==> config.mk <==
export PLATFORM = sky130hd
export DESIGN_NAME = multicycle_core_param
export DESIGN_NICKNAME = d
export VERILOG_FILES = /design/src/rtl/multicycle_core_param.sv
export SDC_FILE = /design/constraint.sdc
export NUM_CORES = 1
export LEC_CHECK = 0
export ABC_AREA = 1
export BUFFER_PORTS_ARGS = -buffer_cell sky130_fd_sc_hd__buf_4
export CORE_MARGIN = 1
export CORE_UTILIZATION = 55
export CTS_CLUSTER_DIAMETER = 150
export DETAILED_ROUTE_END_ITERATION = 10
export PLACE_DENSITY = 0.72
export SYNTH_ARGS = -nofsm -noshare
export SYNTH_HDL_FRONTEND = slang
export SYNTH_SLANG_ARGS = --single-unit
==> constraint.sdc <==
create_clock -name clock -period 4.2 [get_ports clock]
set_input_delay 0.42 -clock clock [delete_from_list [all_inputs] [get_ports clock]]
set_output_delay 0.42 -clock clock [all_outputs]
set_load 0.005 [all_outputs]
==> src/rtl/multicycle_core_param.sv <==
// Parametrised multicycle MIPS-style core: unified memory behind a req/ack handshake,
// HALT/illegal detection, retire strobe and a debug register read port.
module multicycle_core_param #(
    parameter int unsigned DATA_W   = 16,
    parameter int unsigned ADDR_W   = 8,
    parameter int unsigned RESET_PC = 0
) (
    input  logic              clock,
    input  logic              reset_n,
    output logic              mem_req,
    output logic              mem_we,
    output logic [ADDR_W-1:0] mem_addr,
    output logic [DATA_W-1:0] mem_wdata,
    input  logic [DATA_W-1:0] mem_rdata,
    input  logic              mem_ack,
    output logic              halted,
    output logic              illegal,
    output logic              retire,
    output logic [ADDR_W-1:0] dbg_pc,
    input  logic [2:0]        dbg_sel,
    output logic [DATA_W-1:0] dbg_data
);

    localparam int unsigned IR_W = 16;
    localparam int unsigned NREG = 8;

    localparam logic [3:0] OP_R    = 4'd0;
    localparam logic [3:0] OP_ADDI = 4'd1;
    localparam logic [3:0] OP_LW   = 4'd2;
    localparam logic [3:0] OP_SW   = 4'd3;
    localparam logic [3:0] OP_BEQ  = 4'd4;
    localparam logic [3:0] OP_J    = 4'd5;
    localparam logic [3:0] OP_HALT = 4'd15;

    typedef enum logic [2:0] {
        S_FETCH, S_DECODE, S_EXEC, S_MEM, S_WB, S_HALT
    } state_t;

    state_t            state, state_d;
    logic [ADDR_W-1:0] pc, pc_d, addr_d, br_tgt;
    logic [IR_W-1:0]   ir, ir_d;
    logic [DATA_W-1:0] a, a_d, b, b_d, alu_q, alu_d, mdr, mdr_d, wdata_d;
    logic [DATA_W-1:0] imm, ea, alu_res, wr_val;
    logic              req_d, we_d, halted_d, illegal_d, retire_d, wr_en, op_bad;
    logic [2:0]        wr_idx;
    logic [DATA_W-1:0] rf [NREG];

    logic [3:0] op;
    logic [2:0] rs, rt, rd, fn;

    assign op  = ir[15:12];
    assign rs  = ir[11:9];
    assign rt  = ir[8:6];
    assign rd  = ir[5:3];
    assign fn  = ir[2:0];
    assign imm = {{(DATA_W-6){ir[5]}}, ir[5:0]};
    assign ea  = a + imm;
    assign br_tgt = pc + ADDR_W'(imm);

    assign dbg_pc   = pc;
    assign dbg_data = (dbg_sel == 3'd0) ? '0 : rf[dbg_sel];

    // R-type ALU on the latched operands
    always_comb begin
        alu_res = '0;
        case (fn)
            3'd0:    alu_res = a + b;
            3'd1:    alu_res = a - b;
            3'd2:    alu_res = a & b;
            3'd3:    alu_res = a | b;
            3'd4:    alu_res = {{(DATA_W-1){1'b0}}, ($signed(a) < $signed(b))};
            default: alu_res = '0;
        endcase
    end

    always_comb begin
        op_bad = 1'b0;
        case (op)
            OP_R:                                          op_bad = (fn > 3'd4);
            OP_ADDI, OP_LW, OP_SW, OP_BEQ, OP_J, OP_HALT: op_bad = 1'b0;
            default:                                       op_bad = 1'b1;
        endcase
    end

    // Next-state and registered-output logic
    always_comb begin
        state_d   = state;
        pc_d      = pc;
        ir_d      = ir;
        a_d       = a;
        b_d       = b;
        alu_d     = alu_q;
        mdr_d     = mdr;
        req_d     = mem_req;
        we_d      = mem_we;
        addr_d    = mem_addr;
        wdata_d   = mem_wdata;
        halted_d  = halted;
        illegal_d = illegal;
        retire_d  = 1'b0;
        wr_en     = 1'b0;
        wr_idx    = (op == OP_R) ? rd : rt;
        wr_val    = (op == OP_LW) ? mdr : alu_q;

        case (state)
            S_FETCH: begin
                if (!mem_req) begin
                    req_d  = 1'b1;
                    we_d   = 1'b0;
                    addr_d = pc;
                end else if (mem_ack) begin
                    ir_d    = mem_rdata[IR_W-1:0];
                    pc_d    = pc + ADDR_W'(1);
                    req_d   = 1'b0;
                    state_d = S_DECODE;
                end
            end
            S_DECODE: begin
                a_d = (rs == 3'd0) ? '0 : rf[rs];
                b_d = (rt == 3'd0) ? '0 : rf[rt];
                if (op == OP_HALT) begin
                    halted_d = 1'b1;
                    state_d  = S_HALT;
                end else if (op_bad) begin
                    illegal_d = 1'b1;
                    halted_d  = 1'b1;
                    state_d   = S_HALT;
                end else begin
                    state_d = S_EXEC;
                end
            end
            S_EXEC: begin
                case (op)
                    OP_R: begin
                        alu_d   = alu_res;
                        state_d = S_WB;
                    end
                    OP_ADDI: begin
                        alu_d   = ea;
                        state_d = S_WB;
                    end
                    OP_LW, OP_SW: begin
                        alu_d   = ea;
                        req_d   = 1'b1;
                        we_d    = (op == OP_SW);
                        addr_d  = ea[ADDR_W-1:0];
                        wdata_d = b;
                        state_d = S_MEM;
                    end
                    default: begin
                        // BEQ / J complete here and go straight back to fetch
                        if (op == OP_J) begin
                            pc_d = ADDR_W'(ir[11:0]);
                        end else if (a == b) begin
                            pc_d = br_tgt;
                        end
                        req_d    = 1'b1;
                        we_d     = 1'b0;
                        addr_d   = pc_d;
                        retire_d = 1'b1;
                        state_d  = S_FETCH;
                    end
                endcase
            end
            S_MEM: begin
                if (mem_ack) begin
                    req_d = 1'b0;
                    we_d  = 1'b0;
                    if (op == OP_SW) begin
                        // req must idle one cycle, so the next fetch raises it itself
                        retire_d = 1'b1;
                        state_d  = S_FETCH;
                    end else begin
                        mdr_d   = mem_rdata;
                        state_d = S_WB;
                    end
                end
            end
            S_WB: begin
                wr_en    = 1'b1;
                retire_d = 1'b1;
                req_d    = 1'b1;
                we_d     = 1'b0;
                addr_d   = pc;
                state_d  = S_FETCH;
            end
            default: begin
                req_d   = 1'b0;
                we_d    = 1'b0;
                state_d = S_HALT;
            end
        endcase
    end

    always_ff @(posedge clock or negedge reset_n) begin
        if (!reset_n) begin
            state     <= S_FETCH;
            pc        <= ADDR_W'(RESET_PC);
            ir        <= '0;
            a         <= '0;
            b         <= '0;
            alu_q     <= '0;
            mdr       <= '0;
            mem_req   <= 1'b0;
            mem_we    <= 1'b0;
            mem_addr  <= '0;
            mem_wdata <= '0;
            halted    <= 1'b0;
            illegal   <= 1'b0;
            retire    <= 1'b0;
            for (int i = 0; i < NREG; i++) rf[i] <= '0;
        end else begin
            state     <= state_d;
            pc        <= pc_d;
            ir        <= ir_d;
            a         <= a_d;
            b         <= b_d;
            alu_q     <= alu_d;
            mdr       <= mdr_d;
            mem_req   <= req_d;
            mem_we    <= we_d;
            mem_addr  <= addr_d;
            mem_wdata <= wdata_d;
            halted    <= halted_d;
            illegal   <= illegal_d;
            retire    <= retire_d;
            if (wr_en && (wr_idx != 3'd0)) rf[wr_idx] <= wr_val;
        end
    end

endmodule

==> metrics <==
outcome finished, final reports clean; # clock sinks 248; ys flop type dfrtp_1; Post-DP HPWL 38900 um; # fillers 2721; post-synthesis instance total 2310; mux share of post-synthesis cell area 0.0119; total number of vias 16300; Routed Antenna Nets 0; adder-cell share of the synthesized area 0.0611; Max Root-Sink Buffers 3; post-synthesis compound-gate area fraction 0.226; Fin. Hold Viols 0; antenna cells 0; XOR/XNOR Fraction of Synth Area 0.00905; LEAKAGE 8.64 nW; Core ar. 29100 sq um; synthesized area 16500 sq um; DRC marker count from the first detailed-route iteration 1807; Critical Path RT 3.78 ns; Finished Cell Area 18200 sq um; area post-placement 17200 sq um; Die X 175 um; Hold Path Depth 3; GP Congestion 0.974; slowest CP cell nand3_1; Tmin final 3.14 ns; layout cells sized above 1 0.0887; Layout area overhead 10.4%; largest family of logic cells by synthesized area compound AO/OA/AOI/OAI gates; PortBufs 74; CTS clk-pin slew, worst paths 0.06 ns; Crit. End Element output port; endpoints failing setup 0; largest net degree at the start of global routing 118; setup bufs post-CTS 0; Die Y 175 um; RSZ-0062 raised after global routing no; Root Driver clkbuf_16; CTS tree yes; Simple-Gate Fraction of Synth Area 0.216; ys async rst share 1.00; Hold Path Class in -> reg; GRT Total Usage 0.363; Residual DRC 0; Placed Cells 2667; Critical Path AT 2.72 ns; CP startpoint kind input pin; Max Fanout on Critical Path 65; worst setup path class in -> out; Initial Util 0.566; relative slew slack 0.331; critical path cell sequence buf_4 -> inv_1 -> nand3_1 -> nand2_1 -> a31oi_1 -> buf_4; first-pass GRT wire length 86600 um; DR WL/cell 20.4 um; I/O Pins 75; most common cell after layout, fill and taps aside nand2_1; #FFs+latches synth 248; GRT overflow 0; initial antenna violation count 1; PwrDens 305 nW/um^2; footprint of the multi-input gates 8650 sq um; Seq/Total Area, Yosys 0.377; max_cap viols 0; nets 2415; Peak VDD IR 0.291 mV; die area 30600 sq um; Synth warnings 0; most frequent cells in the layout nand2_1, o21ai_0, inv_1; DRT Pass-1 Iters 6; setup TNS 0 ns; H-tree depth 1; CTS Buf Count 29; Fmax 319 MHz; Netlist cell types 54; DR vias/cell 6.00; Rows 62; WL final 55400 um; EDFF count, synth 0; synthesized net count 2410; worst slew pin tran 1.00 ns; fin. max-slew vios 0; Mean Syn Cell Area 7.12 sq um; Register Area 6210 sq um; worst-skew pair later-pin latency 0.56 ns; clock skew 0.0204 ns; R2R cell count 11; final period utilization 0.747; Critical Path Max Stage Delay 0.73 ns; fin cells 2719; vias in the first global route 15500; CP most frequent cell buf_4
==> final timing paths <==
| check | startpoint | to | slack, ns |
|---|---|---|---|
| min | mem_rdata[7] | ir[7] | 0.09 |
| min reg2reg | rf[120] | rf[120] | 0.37 |
| max | dbg_sel[0] | dbg_data[14] | 1.06 |
| max reg2reg | a[9] | mem_addr[4] | 1.29 |
| min in group asynchronous | reset_n | rf[42] | 0.51 |
| max in group asynchronous | reset_n | rf[68] | 2.52 |
==> stage by stage <==
step / setup slack [ns] / utilization / power [mW] / hold slack, ns
floorplan: 2.06 / - / 2.75 / 0.124
global placement: 1.17 / 0.591 / 2.97 / 0.360
detailed placement: 1.14 / 0.591 / 2.98 / 0.363
CTS: 1.10 / 0.625 / 5.53 / 0.0867
global route: 0.876 / 0.625 / 5.68 / 0.102
finish: 1.06 / 0.625 / 5.54 / 0.0923
==> registers in the layout, indices dropped and copies added (netlist names), 3 cells and up <==
| register | flops |
|---|---|
| alu_q | 16 |
| rf | 128 |
| dbg_pc | 8 |
| b | 16 |
| mdr | 16 |
| a | 16 |
| ir | 16 |
| mem_wdata | 16 |
| state | 3 |
| mem_addr | 8 |
==> critical path, delay by kind of cell <==
family / cells / cell delay (ns)
simple gates: 2 / 0.86
compound gates: 1 / 0.29
buf+inv: 3 / 1.12
==> metal layers <==
metal,part of all wire,up-vias,track usage
met5,0,-,0
met4,0.036,0,0.138
met3,0.097,150,0.0544
met2,0.45,895,0.566
met1,0.42,7614,0.511
li1,-,7648,-
==> report_power, final <==
part / internal [mW] / switching [mW] / total, mW
clock network: 1.55 / 1.04 / 2.59
registers: 2.40 / 0.0231 / 2.42
logic: 0.147 / 0.379 / 0.526
==> layout make-up <==
class | instances | share of cell area
clock buffer | 42 | 0.0459
sequential | 248 | 0.342
timing repair buffer | 104 | 0.0435
tap | 384 | 0.0264
inverter | 289 | 0.0597
clock inverter | 9 | 0.00675
multi-input combinational | 1643 | 0.476
==> kinds of logic (layout without fill, tap and decap cells) <==
| kind of cell | Yosys count | after routing |
|---|---|---|
| muxes | 17 | 17 |
| AOI/OAI and AO/OA | 688 | 688 |
| buffers and inverters | 419 | 444 |
| and+or+nand+nor | 843 | 843 |
| adders and majority gates | 78 | 78 |
| xor gates and xnor gates | 17 | 17 |
| DFF | 248 | 248 |
==> synth_stat cells, types with 2 or more instances <==
cell,n,area [sq um]
a211oi_1,6,45.0
a21boi_0,7,52.6
a21o_1,4,30.0
a21oi_1,239,1200
a21oi_2,12,105
a221oi_1,9,78.8
a22oi_1,3,22.5
a31oi_1,22,138
a32oi_1,2,17.5
buf_1,11,41.3
buf_2,17,85.1
buf_4,3,22.5
clkbuf_1,97,364
clkinv_1,8,30.0
dfrtp_1,248,6210
fa_1,4,80.1
ha_1,74,926
inv_1,271,1020
inv_2,10,37.5
mux2_2,16,180
nand2_1,519,1950
nand3_1,133,666
nand3b_1,5,37.5
nand4_1,21,131
nor2_1,131,492
nor2_2,4,25.0
nor2_4,2,22.5
nor3_1,9,45.0
nor3_2,4,40.0
nor3_4,2,32.5
nor4_1,2,12.5
o2111ai_1,7,61.3
o211ai_1,13,97.6
o21ai_0,322,1610
o21ai_1,24,120
o21ai_4,2,32.5
o21bai_1,9,67.6
o22ai_1,5,31.3
or2_2,3,18.8
xnor2_1,7,61.3
xor2_1,10,87.6
==> repair_timing <==
| item | 4_1_cts | 5_1_grt |
|---|---|---|
| resized for setup | 0 | 0 |
| endpoints found under the hold margin | 6 | 0 |
| hold buffers | 1 | 0 |
(Power assumes the default switching activity.)
